==> src/rtl/parity_sched.sv <==
// Round-robin scheduler sharing one masked-XOR parity unit among N_REQ requesters.
// Three-state FSM (IDLE -> CALC -> OUT): accept, evaluate, then hold the tagged result until taken.
module parity_sched #(
  parameter int              N_REQ = 4,
  parameter int              WIDTH = 7,
  parameter logic [WIDTH-1:0] MASK = 7'h6F
) (
  input  logic                       clk,
  input  logic                       rst_n,
  input  logic [N_REQ-1:0]           req_valid,
  input  logic [N_REQ*WIDTH-1:0]     req_data,
  output logic [N_REQ-1:0]           req_ready,
  input  logic                       cfg_we,
  input  logic [WIDTH-1:0]           cfg_mask,
  output logic                       res_valid,
  input  logic                       res_ready,
  output logic                       res_parity,
  output logic [$clog2(N_REQ)-1:0]   res_id,
  output logic                       busy
);

  localparam int ID_W = $clog2(N_REQ);

  typedef enum logic [1:0] {IDLE, CALC, OUT} state_t;

  state_t          state_q, state_d;
  logic [ID_W-1:0] last_q, id_q, grant, cand;
  logic [WIDTH-1:0] op_q, mask_q;
  logic            any_valid;
  int              idx;
  logic [WIDTH-1:0] data_arr [N_REQ];

  for (genvar k = 0; k < N_REQ; k++) begin : g_unpack
    assign data_arr[k] = req_data[k*WIDTH +: WIDTH];
  end

  // Search starts one past the last winner and wraps, so every requester is served in turn.
  always_comb begin
    // NOTE: every variable written here gets a default first, so no path can infer a latch.
    grant     = last_q;
    any_valid = 1'b0;
    idx       = 0;
    cand      = '0;
    for (int i = 1; i <= N_REQ; i++) begin
      idx = int'(last_q) + i;
      if (idx >= N_REQ) idx = idx - N_REQ;
      cand = ID_W'(idx);
      if (!any_valid && req_valid[cand]) begin
        any_valid = 1'b1;
        grant     = cand;
      end
    end
  end

  always_comb begin
    req_ready = '0;
    if (rst_n && state_q == IDLE && any_valid) req_ready[grant] = 1'b1;
  end

  always_comb begin
    state_d = state_q;
    case (state_q)
      IDLE:    if (any_valid) state_d = CALC;
      CALC:    state_d = OUT;
      OUT:     if (res_ready) state_d = IDLE;
      default: state_d = IDLE;
    endcase
  end

  // NOTE: reset is synchronous -- rst_n is sampled at the edge and kept out of the sensitivity list.
  always_ff @(posedge clk) begin
    if (!rst_n) begin
      // NOTE: non-blocking assignments so every register samples pre-edge values.
      state_q    <= IDLE;
      last_q     <= ID_W'(N_REQ - 1);
      id_q       <= '0;
      op_q       <= '0;
      mask_q     <= MASK;
      res_valid  <= 1'b0;
      res_parity <= 1'b0;
      res_id     <= '0;
    end else begin
      state_q <= state_d;
      if (cfg_we) mask_q <= cfg_mask;
      case (state_q)
        IDLE: if (any_valid) begin
          op_q   <= data_arr[grant];
          id_q   <= grant;
          last_q <= grant;
        end
        // mask_q here is the pre-edge value, so a same-cycle cfg_we only affects later operations.
        CALC: begin
          res_parity <= ^(op_q & mask_q);
          res_id     <= id_q;
          res_valid  <= 1'b1;
        end
        OUT:  if (res_ready) res_valid <= 1'b0;
        default: ;
      endcase
    end
  end

  assign busy = (state_q != IDLE);

endmodule

==> config.mk <==
export PLATFORM = sky130hd
export DESIGN_NAME = parity_sched
export DESIGN_NICKNAME = d
export VERILOG_FILES = /design/src/rtl/parity_sched.sv
export SDC_FILE = /design/constraint.sdc
export NUM_CORES = 1
export LEC_CHECK = 0
export BUFFER_PORTS_ARGS = -buffer_cell sky130_fd_sc_hd__buf_2
export CAP_MARGIN = 20
export CORE_MARGIN = 4
export CORE_UTILIZATION = 51
export CTS_BUF_LIST = sky130_fd_sc_hd__clkbuf_8 sky130_fd_sc_hd__clkbuf_16
export CTS_CLUSTER_DIAMETER = 200
export DETAILED_ROUTE_END_ITERATION = 8
export PLACE_DENSITY = 0.9
export SLEW_MARGIN = 15
export SYNTH_ARGS = -nofsm -noshare
export SYNTH_HDL_FRONTEND = slang
export SYNTH_SLANG_ARGS = --single-unit
==> constraint.sdc <==
create_clock -name clk -period 2.35 [get_ports clk]
set_input_delay 0.235 -clock clk [delete_from_list [all_inputs] [get_ports clk]]
set_output_delay 0.235 -clock clk [all_outputs]
set_load 0.02 [all_outputs]
Word level (Yosys, flattened, before mapping):

Index checks and enable logic that the tools add are counted.

* div/mod/pow operators: 0
* reductions and logical operators: 16
* bitwise gates (word level): 2
* multipliers: 0
* shift-type cells: 0
* $lt $le $gt $ge: 11
* equality and inequality tests: 4
* mux-type cells: 31
* add/sub/neg operators: 8

Operators with widths (count)
* 2-bit two-way mux: 10
* 2-bit by 3-bit less-than comparator with 1-bit output, second input constant: 5
* 7-bit binary-select mux with 2-bit select: 1
* 7-bit two-way mux: 2
* 3-bit greater-or-equal comparator, second input constant: 4
* 1-bit two-way mux: 10
* 1-bit binary-select mux with 2-bit select: 4
* 2-bit by 1-bit subtractor with 2-bit output, second input constant: 4
* 7-bit bitwise AND: 1
* 7-bit XOR reduction: 1
* 2-bit by 2-bit adder with 3-bit output, second input constant: 2
* 1-bit logical AND: 6
* 2-bit case mux with 3 select lines: 1
* 2-bit AND reduction: 3
* 2-bit by 3-bit adder with 4-bit output, second input constant: 1
* 4-bit by 3-bit greater-or-equal comparator with 1-bit output, second input constant: 1
* 4-bit two-way mux: 1
* 2-bit inequality test, second input constant: 2
* 2-bit nonzero test: 2
* 2-bit by 1-bit adder with 3-bit output, second input constant: 1
* 1-bit logical NOT: 3
* 2-bit inverter with 3-bit output: 1
* 1-bit demux with 2-bit select: 1
* 2-bit by 1-bit equality test with 1-bit output, second input constant: 1
* other kinds (4): 4

* memories kept: 0
* bits of input ports: 43
* memory bits (writable): 0
* bits in read-only memories: 0
* latch bits: 0
* register bits: 24
* output and inout bits: 9
* word-level logic and storage cells: 80

Logic depth before layout (Yosys ltp):

Gate-level depths: netlist of the first run.

* depth in word-level cells: 20
* mapped depth: 7

Worst setup path before layout of the first run:

Ideal clock, no wire load.

* path kind: register -> output
* start: register state_q[1]
* end: output port req_ready[2]
* data required time: 2115 ps
* stages on the path, launching flop included: 5
* buffers on the path: 0
* setup slack: 624 ps
* data arrival time: 1491 ps
* cell sequence: dfxtp_1 > or2_1 > nor3_2 > nand2_1 > nor2_1

* word-level cells in the longest chain between the ends: 4

RTL lines
* start: declaration: RTL line 26 `state_t state_q, state_d;`
* start signal: assignment: RTL line 83 `state_q <= state_d;`
* 2-bit logical NOT: RTL line 57 `if (rst_n && state_q == IDLE && any_valid) req_ready[grant] = 1'b1;`
* 1-bit logical AND (2 in series): RTL line 57
* 4-bit two-way mux: RTL line 57
* end: declaration: RTL line 12 `output logic [N_REQ-1:0] req_ready,`

No other way between the ends.

Worst setup path after layout of the first run:

* start: register last_q[0]
* end: output port req_ready[1]

* word-level cells in the longest chain between the ends: 20
* elaborated cells between the ends (all ways): 45

RTL lines
* start: declaration: RTL line 27 `logic [ID_W-1:0] last_q, id_q, grant, cand;`
* start signal: assignment: RTL line 75 `last_q <= ID_W'(N_REQ - 1);`
* start signal: assignment: RTL line 89 `last_q <= grant;`
* 2-bit by 1-bit adder with 3-bit output: RTL line 45 `idx = int'(last_q) + i;`
* 3-bit greater-or-equal comparator or 2-bit by 1-bit subtractor with 2-bit output (tied branches): RTL line 46 `if (idx >= N_REQ) idx = idx - N_REQ;`
* 2-bit two-way mux: RTL line 46
* 1-bit binary-select mux with 2-bit select: RTL line 48 `if (!any_valid && req_valid[cand]) begin`
* 1-bit two-way mux (not written as such): RTL line 48
* 1-bit two-way mux: RTL line 48
* 1-bit logical NOT: RTL line 48
* 1-bit logical AND: RTL line 48
* [4 not listed]
* 1-bit logical NOT: RTL line 48
* 1-bit logical AND: RTL line 48
* 2-bit two-way mux: RTL line 48
* 2-bit by 3-bit less-than comparator with 1-bit output (not written as such) or 2-bit by 1-bit greater-or-equal comparator with 1-bit output (tied branches): RTL line 57
* 1-bit logical AND (not written as such): RTL line 57
* 1-bit two-way mux (not written as such): RTL line 57
* 1-bit demux with 2-bit select: RTL line 57
* 4-bit two-way mux (*): RTL line 57

Every way passes the cells marked *; elsewhere a longest branch is shown, timed or not. The select of a mux whose other input is x is not followed.

==> impl_metrics.yaml, run 1 <==
die:
  die_w_um: 58.7
  core_um2: 2450
  fp.dieH_um: 58.7
  initial_core_util_pct: 53.4
  rows: 18
  die_area_um2: 3450
  ios: 52
drt:
  drtAntennaViolNets: 0
  route.detailed.drc: 0
  wl_mm: 2.95
  firstDrtPassIters: 4
  via_count: 1217
  viasPerCell: 5.36
  wl_per_cell_um: 13.0
  drt-initial-drc-count: 25
pwr:
  power.density_nw_per_um2: 748
  irDropWorstVdd_v: 0.000597
  p_leak_uw: 0.000794
  finalPower_uw: 1230
yosys:
  ys_seq_area_share_pct: 36.6
  yosys-top-cells-area: "dfxtp_1, mux2i_1, nand2_1"
  syn_area_per_cell_um2: 8.98
  async_reset_ff_share_pct: 0
  yosys_warnings: 0
  syn_area_um2: 1310
  synth_seq_cells: 24
  synth.distinct_cells: 29
  syn_nets: 189
  yosys.area.top_type: "dfxtp_1"
  yosys.area.top_type_share_pct: 36.6
  ys.flop_type: "dfxtp_1"
  synthCells: 146
  synth-edff-count: 0
grt:
  grt_max_degree: 15
  antenna_found_initial: 0
  grt_remaining_overflow: 0
  globalRouteTotalUtil_pct: 18.5
  grt_pass1_wl_mm: 4.97
  first_global_vias: 1229
sta:
  tns_ns: 0
  holdWs_ns: 0.179
  clock_skew_ns: 0.00116
  tightestPinTransition_ns: 0.624
  slew_violations: 0
  rsz0062_at_grt: "false"
  fin_crit_sh_pct: 89.5
  setup_viol: 0
  fin_crit_ns: 2.10
  fmax_ghz: 0.476
  relSlewSlack_pct: 58.3
  hold_viol_final: 0
clock_network:
  cts_root_buf: "clkbuf_8"
  cts.sinks: 24
  cts_buffers: 3
  tritoncts: "yes"
  clockBufferDepth: 2
  ctsHoldBuffers: 0
  clkTransAtPathRegs_ns: 0.08
  cts_htree_levels: 1
  cts-resized-gates: 0
  cts_setup_buffers: 0
  clk_latency_ns: 0.26
run:
  max_cap_violations: 0
place:
  dp_cells: 223
  gp_congestion: 0.788
  portBuffers: 51
  place.detailed.hpwl_mm: 2.33
status:
  outcome: "complete, no violations"
worst_setup_path:
  r2r-start: "last_q[0]"
  worstSetupStartpoint: "last_q[0]"
  cp-start-kind: "register"
  path_buf_inv: 1
  crit_type: "reg2out"
  required_ns: 2.12
  slowest_delay_ns: 0.54
  worstPathArrival_ns: 1.87
  path_cells: "nor2b_1, o21a_4, nor3_4, nor2_1, buf_2"
  path_delay_family: "simple AND/OR/NAND/NOR gates"
  crit_path_max_fanout: 11
  crit_slowest_cell: "nor3_4"
  crit_path_end_kind: "output pin"
hold_path:
  hp-class: "in2reg"
  min_from: "cfg_mask[5]"
final_layout:
  final_cells: 227
  nNetsFinal: 241
  fin_util_pct: 67.2
  drive_gt1_share_pct: 35.0
  syn2layout_area_growth_pct: 25.8
  diodes: 0
## metrics by stage
| step | worst slack, ns | area (um^2) |
|---|---|---|
| global route | 0.132 | 1650 |
| CTS | 0.243 | 1650 |
| detailed placement | 0.508 | 1580 |
| floorplan | 0.624 | 1310 |
| finish | 0.247 | 1650 |
| global placement | 0.556 | 1580 |
## placed cells by master (no fill, tap or decap), types with 4 or more instances in the layout
cell       n
mux2i_1   18
buf_2     51
nand2_1   26
nand4_1    6
a21o_1     7
dfxtp_1   24
o21ai_0    4
o211ai_2   7
nor2_1    12
o31ai_1    7
xnor2_1    4
## layer usage
metal	vias to the layer above	wire (um)	track usage [%]
met1	542	1260	21.2
met4	0	48	6.47
met3	6	195	4.61
li1	626	-	-
met5	-	0	0
met2	43	1450	33.0
## worst paths after layout
path	depth (start not counted)	slack [ns]	to
max	5	0.25	req_ready[1]
min	3	0.18	mask_q[5]
max reg2reg	5	0.52	op_q[0]
min reg2reg	2	0.44	id_q[1]
## tightest hold or removal path, delay by kind of cell
kind	cells	cell delay [ns]
buffers and inverters	1	0.07
and+or+nand+nor	1	0.05
muxes	1	0.05
## area by class of cell
cell class / instances / area, um^2
fill: 201 / 806
multi-input combinational: 115 / 790
sequential: 24 / 480
timing repair buffer: 52 / 263
clock buffer: 3 / 41.3
tap: 30 / 37.5
clock inverter: 1 / 30.0
inverter: 2 / 7.51
## logic make-up after synthesis
| logic type | synth area share, % |
|---|---|
| muxes | 13.7 |
| xor gates and xnor gates | 4.01 |
| DFF | 36.6 |
| AOI/OAI and AO/OA | 21.7 |
| and+or+nand+nor | 20.8 |
| buffers and inverters | 3.15 |
## registers in the layout (all words and copies together), names as in the netlist
signal,flops
id_q,2
last_q,2
mask_q,7
op_q,7
res_id,2
res_parity,1
res_valid,1
state_q,2
## cells in the mapped netlist, types with 2 or more instances
| cell type | count |
|---|---|
| xor2_1 | 2 |
| nand2_1 | 26 |
| mux2i_1 | 18 |
| nand3_1 | 2 |
| o21ai_0 | 4 |
| clkbuf_1 | 3 |
| o211ai_2 | 7 |
| xnor2_1 | 4 |
| a21oi_1 | 3 |
| a21o_1 | 7 |
| nor2b_1 | 2 |
| o31ai_1 | 7 |
| nand4_1 | 6 |
| nand2b_1 | 3 |
| buf_6 | 2 |
| o21ai_1 | 3 |
| dfxtp_1 | 24 |
| nor2_1 | 12 |
## report_power, final
group,internal [uW],switching (uW),total [uW]
registers,462,38.1,501
logic,172,203,375
clock network,228,130,358
total,862,371,1230
No activity file was read; power rests on OpenSTA's default activity.
==> inputs of run 2 (changes only) <==
--- a/config.mk
+++ b/config.mk
@@ -8,11 +8,11 @@
 export BUFFER_PORTS_ARGS = -buffer_cell sky130_fd_sc_hd__buf_2
 export CAP_MARGIN = 20
 export CORE_MARGIN = 4
-export CORE_UTILIZATION = 51
+export CORE_UTILIZATION = 48
 export CTS_BUF_LIST = sky130_fd_sc_hd__clkbuf_8 sky130_fd_sc_hd__clkbuf_16
 export CTS_CLUSTER_DIAMETER = 200
 export DETAILED_ROUTE_END_ITERATION = 8
-export PLACE_DENSITY = 0.9
+export PLACE_DENSITY = 0.86
 export SLEW_MARGIN = 15
 export SYNTH_ARGS = -nofsm -noshare
 export SYNTH_HDL_FRONTEND = slang
==> constraint.sdc (replaced) <==
create_clock -name clk -period 2.3 [get_ports clk]
set_input_delay 0.23 -clock clk [delete_from_list [all_inputs] [get_ports clk]]
set_output_delay 0.23 -clock clk [all_outputs]
set_load 0.02 [all_outputs]
==> run 2 against run 1 <==
Worst hold slack improved by 0.0032 ns; first-iteration DRC count increased by 40%; cell count decreased by 0.44%; setup slack got worse by 0.034 ns; clock skew increased by 0.00077 ns; sequential share of layout area increased by 0.54 points; via count increased by 1.5%; clock power decreased by 33%; core utilization decreased by 3.6 points; routed wire length increased by 5.7%; largest cell class unchanged; largest power group unchanged; highest routed layer unchanged.
==> impl_metrics.yaml, run 2 (synthesis gave the netlist of run 1 again) <==
hold_path:
  holdPathEnd: "mask_q[5]"
  worstHoldPathCells: 3
  min_from: "cfg_mask[5]"
  hp-class: "in2reg"
sta:
  worst_slack_ns: 0.214
  tns_ns: 0
  slew_violations: 0
  setup_viol: 0
  hold_viol_final: 0
  clock_skew_ns: 0.00193
  tightestPinTransition_ns: 0.609
  fin_crit_ns: 2.09
  relSlewSlack_pct: 59.3
  fin_crit_sh_pct: 90.7
  fmax_ghz: 0.479
  rsz0062_at_grt: "false"
final_layout:
  nNetsFinal: 241
  final_common_cell: "buf_2"
  mostFrequentLayoutCells: "buf_2, nand2_1, dfxtp_1"
  fillers: 236
  largestRegisters: "mask_q (7), op_q (7)"
  syn2layout_area_growth_pct: 23.5
  drive_gt1_share_pct: 34.7
  fin_util_pct: 63.6
  diodes: 0
die:
  initial_core_util_pct: 51.5
  ios: 52
  rows: 18
  fp.dieH_um: 60.3
  die_w_um: 60.3
  die_area_um2: 3630
  core_um2: 2540
place:
  gp_congestion: 0.780
  portBuffers: 51
  place.detailed.hpwl_mm: 2.50
  pre_cts_slack_ns: 0.439
drt:
  viasPerCell: 5.46
  firstDrtPassIters: 4
  route.detailed.drc: 0
  wl_per_cell_um: 13.8
  drt-initial-drc-count: 35
  drtAntennaViolNets: 0
  wl_mm: 3.12
  via_count: 1235
grt:
  gr-max-usage-layer: "met2"
  grt_max_degree: 13
  grt_pass1_wl_mm: 5.12
  grt_remaining_overflow: 0
  antenna_found_initial: 0
  gr-usage-met2_pct: 32.9
  grtUsageMet3_pct: 4.32
  globalRouteTotalUtil_pct: 18.2
  first_global_vias: 1228
  grt_use_met1_pct: 22.0
clock_network:
  ctsHoldBuffers: 0
  cts_buffers: 3
  clk_latency_ns: 0.26
  clockBufferDepth: 2
  cts_root_buf: "clkbuf_8"
  tritoncts: "yes"
  cts-resized-gates: 0
  clkTransAtPathRegs_ns: 0.08
  cts_htree_levels: 1
  cts.sinks: 24
  cts_setup_buffers: 0
pwr:
  swShare_pct: 32.9
  irDropWorstVdd_v: 0.000586
  switchingPower_uw: 376
  p_seq_share_pct: 45.0
  p_leak_uw: 0.000780
  power.density_nw_per_um2: 705
  clkPwrFrac_pct: 20.9
  internal_power_uw: 765
  p_comb_share_pct: 34.1
status:
  outcome: "complete, no violations"
worst_setup_path:
  crit_path_max_fanout: 11
  ff2ff_path_depth: 5
  required_ns: 2.07
  cp-start-kind: "register"
  regToRegSetupSlack_ns: 0.46
  crit_type: "reg2out"
  r2r-end: "op_q[4]"
  r2r-start: "last_q[0]"
  worstPathArrival_ns: 1.86
  crit_path_end_kind: "output pin"
run:
  max_cap_violations: 0
run 2: worst max-delay path by stage:
stage	startpoint	end
after detailed placement	req_valid[3]	op_q[4]
final	last_q[0]	req_ready[3]
after global placement	req_valid[3]	req_ready[3]
after CTS	last_q[0]	req_ready[3]
after global routing	last_q[0]	req_ready[3]
after floorplan	state_q[1]	req_ready[2]
run 2: per-stage QoR:
step | instance area [um^2] | hold slack (ns) | std cells | power [uW]
2_1_floorplan | 1310 | 0.358 | 146 | 808
3_3_place_gp | 1580 | 0.437 | 223 | 892
3_5_place_dp | 1580 | 0.436 | 223 | 910
4_1_cts | 1620 | 0.179 | 226 | 1150
5_1_grt | 1620 | 0.172 | 226 | 1210
6_report | 1620 | 0.182 | 226 | 1140
run 2: routing by layer:
layer | wire [um] | up-vias
met1 | 1340 | 563
met5 | 0 | -
met2 | 1550 | 46
met4 | 7 | 0
met3 | 221 | 2
li1 | - | 624
run 2: cell type report:
cell class	count	area, um^2	share of cell area (%)
Tap cell	30	37.5	2.32
Sequential cell	24	480	29.7
Multi-Input combinational cell	115	790	48.8
Clock buffer	3	41.3	2.55
Inverter	2	7.51	0.464
Timing Repair Buffer	52	263	16.2
run 2: power by group through the flow:
stage	clock network (uW)	registers [uW]	logic [uW]
after global placement	0	519	374
after detailed placement	0	522	388
after floorplan	0	516	292
final	239	514	389
after global routing	260	522	426
after CTS	245	513	389
run 2: worst max-delay path, stage by stage, from the launching register on:
cell and delay [ns]:
dfxtp_1 0.40, nor2b_1 0.11, o21a_4 0.26, nor3_4 0.53, nor2_1 0.11, buf_2 0.18
==> inputs of run 3 (changes only) <==
--- a/config.mk
+++ b/config.mk
@@ -13,6 +13,8 @@
 export CTS_CLUSTER_DIAMETER = 200
 export DETAILED_ROUTE_END_ITERATION = 8
 export PLACE_DENSITY = 0.86
+export RECOVER_POWER = 100
+export REMOVE_ABC_BUFFERS = 1
 export SLEW_MARGIN = 15
 export SYNTH_ARGS = -nofsm -noshare
 export SYNTH_HDL_FRONTEND = slang
==> run 3 against run 2 <==
Critical path type unchanged; largest cell class unchanged; sequential share of layout area grew 0.30 points; global-route usage decreased by 0.56 points; non-clock buffer count is the same; largest power group unchanged; first-iteration DRC count decreased by 20%; clock power down 2%.
==> impl_metrics.yaml, run 3 (synthesis gave the netlist of run 1 again) <==
final_layout:
  largestRegisters: "mask_q (7), op_q (7)"
  final_common_cell: "buf_2"
  nNetsFinal: 241
  syn2layout_area_growth_pct: 22.2
  seq_area_um2: 480
  drive_gt1_share_pct: 30.6
  fillers: 243
  mostFrequentLayoutCells: "buf_2, nand2_1, dfxtp_1"
  fin_util_pct: 63.0
  diodes: 0
  multiInputGateArea_um2: 785
  final_area_um2: 1600
clock_network:
  cts-resized-gates: 0
  cts_buffers: 3
  cts_setup_buffers: 0
  clockBufferDepth: 2
  cts_htree_levels: 1
  tritoncts: "yes"
  ctsHoldBuffers: 0
  cts.sinks: 24
  clk_latency_ns: 0.26
  clkTransAtPathRegs_ns: 0.07
  cts_root_buf: "clkbuf_8"
grt:
  first_global_vias: 1213
  grt_pass1_wl_mm: 4.89
  grt_max_degree: 13
  globalRouteTotalUtil_pct: 17.7
  antenna_found_initial: 0
  grt_remaining_overflow: 0
pwr:
  clkPwrFrac_pct: 20.8
  p_leak_uw: 0.000748
  finalPower_uw: 1130
  switchingPower_uw: 370
  power.density_nw_per_um2: 705
  p_comb_share_pct: 33.8
  swShare_pct: 32.8
  internal_power_uw: 760
  p_seq_share_pct: 45.4
  irDropWorstVdd_v: 0.000545
worst_setup_path:
  required_ns: 2.07
  cp-start-kind: "register"
  worstPathArrival_ns: 1.86
  crit_type: "reg2out"
  crit_path_max_fanout: 10
  crit_path_end_kind: "output pin"
place:
  pre_cts_slack_ns: 0.433
  gp_congestion: 0.860
  placed_cell_area_um2: 1580
  portBuffers: 51
  place.detailed.hpwl_mm: 2.49
die:
  rows: 18
  ios: 52
  initial_core_util_pct: 51.5
  die_area_um2: 3630
  fp.dieH_um: 60.3
  core_um2: 2540
  die_w_um: 60.3
sta:
  setup_viol: 0
  worst_slack_ns: 0.212
  clock_skew_ns: 0.00191
  tns_ns: 0
  fin_crit_sh_pct: 90.8
  fin_crit_ns: 2.09
  hold_viol_final: 0
  slew_violations: 0
  rsz0062_at_grt: "false"
  relSlewSlack_pct: 57.7
  tightestPinTransition_ns: 0.632
  fmax_ghz: 0.479
drt:
  firstDrtPassIters: 4
  route.detailed.drc: 0
  via_count: 1249
  drtAntennaViolNets: 0
  wl_mm: 3.07
  wl_per_cell_um: 13.6
  viasPerCell: 5.53
  drt-initial-drc-count: 28
status:
  outcome: "complete, no violations"
hold_path:
  hp-class: "in2reg"
run:
  max_cap_violations: 0
-- run 3: cell count changes in the layout (fill, tap and decap cells not counted), sizes merged --
| cell | delta |
|---|---|
| clkbuf | +9 |
| buf | -9 |
-- run 3: final timing paths --
check | to | from | slack, ns | cells past startpoint
setup / recovery | req_ready[0] | state_q[1] | 0.21 | 5
hold / removal | mask_q[6] | cfg_mask[6] | 0.18 | 3
setup reg to reg | op_q[4] | last_q[0] | 0.46 | 5
hold reg to reg | id_q[1] | id_q[1] | 0.45 | 2
-- run 3: area by class of cell --
cell class / count / share of cell area (%)
clock buffers: 3 / 2.58
inverters: 2 / 0.468
multi-input cells: 115 / 48.9
flip-flops and latches: 24 / 30.0
well taps: 30 / 2.34
repair buffers: 52 / 15.7
-- run 3: power by group through the flow --
| stage | clock [uW] | sequential [uW] | combinational, uW |
|---|---|---|---|
| global placement | 0 | 518 | 372 |
| CTS | 248 | 511 | 389 |
| global route | 263 | 518 | 421 |
| detailed placement | 0 | 521 | 389 |
| floorplan | 0 | 521 | 270 |
| finish | 235 | 513 | 382 |
-- run 3: per-layer routing --
metal	GRT usage [%]	part of all wire [%]
met5	0	0
met4	4.11	0.42
met3	5.18	10
met2	30.7	49
met1	21.3	41
-- run 3: worst max-delay path, cell delays in order (launching register included) --
cell and delay, ns:
dfxtp_1 0.33, or2_0 0.27, nor3_1 0.34, o211ai_2 0.29
nor2_1 0.18, clkbuf_2 0.19
-- run 3: metrics by stage --
step,hold WS (ns),cells
5_1_grt,0.179,226
3_5_place_dp,0.445,223
3_3_place_gp,0.437,223
6_report,0.184,226
2_1_floorplan,0.292,141
4_1_cts,0.178,226
